## src/rtl/julia_pkg.sv

```systemverilog
// Shared SDRAM command encodings, frame geometry and read-pointer helper.
// Combinational helpers only; no state lives here.
// Imported by the arbiter and any block that talks to the SDRAM controller.
package julia_pkg;

    localparam int ADDR_W            = 22;
    localparam int DATA_W            = 32;
    localparam int READ_BURST_LENGTH = 8;
    localparam int FRAME_WORDS       = 96000;

    typedef enum logic [1:0] {
        CMD_IDLE  = 2'd0,
        CMD_WRITE = 2'd1,
        CMD_READ  = 2'd2
    } cmd_t;

    typedef enum logic [1:0] {
        ST_HOLD,
        ST_IDLE,
        ST_READ,
        ST_WRITE
    } arb_state_t;

    // Display scan-out wraps at the end of the frame rather than at the address width.
    function automatic logic [ADDR_W-1:0] next_rd_ptr(input logic [ADDR_W-1:0] ptr,
                                                      input int frame_words);
        return (ptr == ADDR_W'(frame_words - 1)) ? '0 : ptr + 1'b1;
    endfunction

endpackage

```

## src/rtl/sdram_arbiter.sv

```systemverilog
// Arbitrates display-refresh reads against renderer writes onto one SDRAM controller port.
// Latency: grant registered one cycle after an IDLE decision; rd_data/rd_valid pass straight through.
// Backpressure: reads gated by FIFO fill hysteresis; writes held by level wr_req until wr_ack.
module sdram_arbiter
    import julia_pkg::*;
#(
    parameter int READ_BURST_LENGTH = julia_pkg::READ_BURST_LENGTH,
    parameter int FRAME_WORDS       = julia_pkg::FRAME_WORDS,
    parameter int MAX_READ_RUN      = 4,
    parameter int HOLDOFF           = 16
) (
    input  logic              clk,
    input  logic              reset,
    input  logic              rd_enable,
    input  logic              fifo_low,
    input  logic              fifo_high,
    output logic [DATA_W-1:0] rd_data,
    output logic              rd_valid,
    output logic              first_data_ready,
    input  logic              wr_req,
    input  logic [ADDR_W-1:0] wr_addr,
    input  logic [DATA_W-1:0] wr_data,
    output logic              wr_ack,
    output logic [1:0]        command,
    output logic [ADDR_W-1:0] data_address,
    output logic [DATA_W-1:0] data_write,
    input  logic [DATA_W-1:0] data_read,
    input  logic              data_read_valid,
    input  logic              data_write_done
);

    localparam int HOLD_W  = $clog2(HOLDOFF + 1);
    localparam int BURST_W = $clog2(READ_BURST_LENGTH + 1);
    localparam int RUN_W   = $clog2(MAX_READ_RUN + 1);

    arb_state_t        state;
    logic [HOLD_W-1:0]  hold_cnt;
    logic [BURST_W-1:0] burst_left;
    logic [RUN_W-1:0]   run_count;
    logic [ADDR_W-1:0]  rd_ptr;
    logic [ADDR_W-1:0]  rd_ptr_nxt;
    logic               fill;
    logic               fill_now;
    logic               read_ok;
    logic               write_ok;
    logic               write_first;

    assign rd_ptr_nxt = next_rd_ptr(rd_ptr, FRAME_WORDS);

    // fifo_high always wins so a full FIFO stops refills even on the cycle fifo_low is seen.
    assign fill_now    = (fill || (state == ST_IDLE && fifo_low)) && !fifo_high;
    assign read_ok     = rd_enable && fill_now;
    // The ack cycle masks wr_req so a renderer that drops it one cycle late is not re-granted.
    assign write_ok    = wr_req && !wr_ack;
    assign write_first = write_ok && (run_count == RUN_W'(MAX_READ_RUN));

    assign rd_valid = data_read_valid && (state == ST_READ);
    assign rd_data  = data_read;

    always_ff @(posedge clk or posedge reset) begin
        if (reset) begin
            state            <= ST_HOLD;
            hold_cnt         <= '0;
            burst_left       <= '0;
            run_count        <= '0;
            rd_ptr           <= '0;
            fill             <= 1'b0;
            wr_ack           <= 1'b0;
            first_data_ready <= 1'b0;
            command          <= CMD_IDLE;
            data_address     <= '0;
            data_write       <= '0;
        end else begin
            fill   <= fill_now;
            wr_ack <= 1'b0;
            case (state)
                ST_HOLD: begin
                    if (hold_cnt == HOLD_W'(HOLDOFF - 1)) begin
                        state <= ST_IDLE;
                    end else begin
                        hold_cnt <= hold_cnt + 1'b1;
                    end
                end
                ST_IDLE: begin
                    if (read_ok && !write_first) begin
                        state        <= ST_READ;
                        command      <= CMD_READ;
                        data_address <= rd_ptr;
                        burst_left   <= BURST_W'(READ_BURST_LENGTH);
                    end else if (write_ok) begin
                        state        <= ST_WRITE;
                        command      <= CMD_WRITE;
                        data_address <= wr_addr;
                        data_write   <= wr_data;
                    end
                end
                ST_READ: begin
                    // Bursts always run to full length; fill only gates the next grant.
                    if (data_read_valid) begin
                        rd_ptr       <= rd_ptr_nxt;
                        data_address <= rd_ptr_nxt;
                        burst_left   <= burst_left - 1'b1;
                        if (burst_left == BURST_W'(1)) begin
                            state            <= ST_IDLE;
                            command          <= CMD_IDLE;
                            first_data_ready <= 1'b1;
                            if (run_count != RUN_W'(MAX_READ_RUN)) begin
                                run_count <= run_count + 1'b1;
                            end
                        end
                    end
                end
                ST_WRITE: begin
                    if (data_write_done) begin
                        state     <= ST_IDLE;
                        command   <= CMD_IDLE;
                        wr_ack    <= 1'b1;
                        run_count <= '0;
                    end
                end
                default: state <= ST_HOLD;
            endcase
        end
    end

endmodule

```

## config.mk

```make
export PLATFORM = sky130hd
export DESIGN_NAME = sdram_arbiter
export DESIGN_NICKNAME = d
export VERILOG_FILES = /design/src/rtl/julia_pkg.sv /design/src/rtl/sdram_arbiter.sv
export SDC_FILE = /design/constraint.sdc
export NUM_CORES = 1
export LEC_CHECK = 0
export ABC_AREA = 1
export ABC_CLOCK_PERIOD_IN_PS = 5700
export CORE_MARGIN = 1.5
export CORE_UTILIZATION = 45
export DETAILED_ROUTE_END_ITERATION = 8
export MAX_ROUTING_LAYER = met4
export PLACE_DENSITY_LB_ADDON = 0.2
export SYNTH_ARGS = -nofsm -noshare
export SYNTH_HDL_FRONTEND = slang
export SYNTH_SLANG_ARGS = --single-unit
```

## constraint.sdc

```tcl
create_clock -name clk -period 5.7 [get_ports clk]
set_clock_uncertainty 0.05 [all_clocks]
set_input_delay 1.14 -clock clk [delete_from_list [all_inputs] [get_ports clk]]
set_output_delay 1.14 -clock clk [all_outputs]
set_load 0.05 [all_outputs]
```

==> out/metrics.cfg <==
[pwr]
pwr-share-clk_pct = 15.7
p_int_w = 0.00184
p_switching_w = 0.00178
power_w = 0.00362
p_per_area_nw_per_um2 = 535
ir_drop_mv = 0.326
pwr-share-seq_pct = 29.4
p_sw_share_pct = 49.2
pwr-share-comb_pct = 54.9
p_leak_nw = 3.25

[timing]
setup_viol = 0
maxSlewViolCount = 0
hold_viol_final = 0
tightest_slew_ns = 0.997
min_period_ns = 4.12
fin_crit_sh_pct = 72.3
tns_ns = 0
relSlewSlack_pct = 33.5
max_freq_ghz = 0.243
rsz0062_at_grt = no

[logic_synthesis]
yosysTopAreaCell = dfrtp_1
synth_common_cells = nand2_1 (248), dfrtp_1 (95), inv_1 (91)
mappedNetlistArea_um2 = 5490
synth_top_area_share_pct = 43.3
synthTopCellsByArea = dfrtp_1 (43%), nand2_1 (17%), nand3_1 (6.5%)
synth_most_common_cell = nand2_1
netlist_instances = 743
synth_area_per_cell_um2 = 7.38
synthFlopType = dfrtp_1
synth_edf_count = 0
synth_cell_types = 33
ys.warnings.count = 0
yosysSeqAreaShare_pct = 43.3
ys_ff_latch = 95
synthesis.nets = 848
ys_async_sr_fraction_pct = 100

[layout]
drive_gt1_share_pct = 5.47
areaGrowthSynthToFinish_pct = 23.5
multi_input_area_um2 = 2360
diodes = 0
seqCellArea_um2 = 2380
nNetsFinal = 922
fill_cells = 1122

[clock_network]
clockRootBuffer = clkbuf_16
holdBufCountCts = 0
ctsResizeCount = 0
cts_setup_buffers = 0
path_clk_slew_ns = 0.06
htreeDepth = 3
clk_latency_ns = 0.35
numCtsBuffers = 9
tritoncts = done
cts_buffer_depth = 2
cts.sinks = 95

[placement]
port_buffers = 120
place.gp.congestion = 0.911
dpl.hpwl_um = 9800

[route]
antenna_left = 0
vias = 4907
routed_wirelength_um = 13900
dr.first_iter.drc_count = 316
via_per_inst = 5.06
remaining_drc_errors = 0
post_drt_wl_per_cell_um = 14.3
dr.pass1.iters = 7

[worst_setup_path]
path_max_fanout = 45
path_buf_inv = 4
crit_slowest_cell = clkdlybuf4s50_1
required_ns = 4.51
cp.arrival_ns = 2.93
cpLargestDelayFamily = buffers and inverters
endpoint_kind = primary output
crit_chain = clkdlybuf4s50_1, nand2_1, buf_4, inv_1, clkdlybuf4s50_1
start_kind = input port
crit_top_cell = clkdlybuf4s50_1
cp_slowest_stage_delay_ns = 0.83
criticalPathCategory = input port to primary output

[global_routing]
grt_pass1_vias = 4878
grt_pass1_wl_um = 23100
grt_overflow = 0
gr-usage-all-layers_pct = 23.5
grt_max_degree = 65
antenna_found_initial = 0

[hold_path]
min_path_type = flip-flop to flip-flop

[floorplanning]
die_x_um = 113
rows = 40
fp.dieH_um = 113
coreArea_um2 = 12000
die_area_um2 = 12900
pin_count = 185
start_util_pct = 45.9

[run]
drv_cap = 0

[outcome]
outcome = finished, final reports clean

[worst register-to-register path, stage by stage (launching register included)]
cell	delay, ns
dfrtp_1	0.42
inv_1	0.09
ha_1	0.28
nand2_2	0.11
nand2_1	0.07
nand3_1	0.11
nand2_2	0.12
nand3_2	0.47
inv_2	0.59
nand3_1	0.20
nand2_1	0.09
[worst paths after layout]
check | to | slack (ns) | startpoint | cells past startpoint
setup reg to reg | data_address[19]$_DFFE_PP0P_ | 3.04 | state[1]$_DFFE_PP0P_ | 10
min in group asynchronous | data_write[10]$_DFFE_PP0P_ | 1.20 | reset | 2
hold / removal | hold_cnt[3]$_DFFE_PP0P_ | 0.43 | hold_cnt[3]$_DFFE_PP0P_ | 1
setup / recovery | rd_valid | 1.58 | data_read_valid | 5
max in group asynchronous | burst_left[2]$_DFFE_PP0P_ | 3.29 | reset | 3
hold reg to reg | hold_cnt[3]$_DFFE_PP0P_ | 0.43 | hold_cnt[3]$_DFFE_PP0P_ | 1
[cell usage in the layout (no fill, tap or decap)]
cell             instances
a21oi_1                  2
a21oi_4                  1
a31oi_1                  1
and2_1                   1
and3_1                   1
buf_4                    4
clkbuf_16                9
clkbuf_8                 1
clkdlybuf4s50_1        120
clkinv_2                 6
dfrtp_1                 95
ha_1                    11
inv_1                   90
inv_2                    1
inv_6                    1
nand2_1                248
nand2_2                  5
nand2_4                  1
nand3_1                 71
nand3_2                  7
nand3_4                  2
nand4_1                  8
nor2_1                  47
nor2_2                   2
nor2_4                   2
nor2_8                   1
o211ai_1                 1
o21ai_0                 36
o21ai_1                 33
o21bai_1                 2
o22ai_1                  1
or2_2                    2
xnor2_1                  4
xor2_1                   5
[flip-flops by register name, indices dropped and copies added, names as in the netlist]
name / cells
burst_left: 4
command: 2
data_address: 22
data_write: 32
fill: 1
first_data_ready: 1
hold_cnt: 5
rd_ptr: 22
run_count: 3
state: 2
wr_ack: 1
[area by class of cell]
cell class                 count  area share, %
tap                          147           2.71
sequential                    95           35.1
clock inverter                 6          0.499
multi-input combinational    495           34.9
timing repair buffer         124           18.2
inverter                      92           5.12
clock buffer                  10           3.53
[stage by stage]
stage,std cells,cell area [um^2],worst slack (ns),util (%),hold slack (ns)
detailed placement,953,6500,1.57,54.4,0.415
floorplan,743,5490,2.03,-,0.388
finish,969,6780,1.58,56.6,0.428
CTS,969,6780,1.57,56.6,0.429
global placement,953,6500,1.58,54.4,0.403
global route,969,6780,1.50,56.6,0.453
[cells by family (layout without fill, tap and decap cells)]
| family | Yosys count | count (layout) | share of synthesized area (%) |
|---|---|---|---|
| AO/OA/AOI/OAI | 77 | 77 | 7.41 |
| XOR/XNOR | 9 | 9 | 1.44 |
| adder cells (fa/ha/maj) | 11 | 11 | 2.51 |
| buffers and inverters | 153 | 232 | 13.6 |
| flip-flops | 95 | 95 | 43.3 |
| AND/OR/NAND/NOR | 398 | 398 | 31.7 |
[metal layers]
layer / vias to the layer above / part of all wire (%) / track usage, %
li1: 2435 / - / -
met5: - / 0 / -
met4: 0 / 2.9 / 10.6
met2: 163 / 47 / 36.8
met3: 35 / 6.3 / 5.84
met1: 2274 / 43 / 28.9
[power groups by stage]
stage          clock, W  combinational (W)  sequential, W
6_report       0.000570            0.00199        0.00107
5_1_grt        0.000611            0.00216        0.00109
4_1_cts        0.000582            0.00201        0.00107
3_5_place_dp          0            0.00200        0.00107
3_3_place_gp          0            0.00196        0.00106
2_1_floorplan         0           0.000772        0.00172
Power figures use the tool's default switching activity.
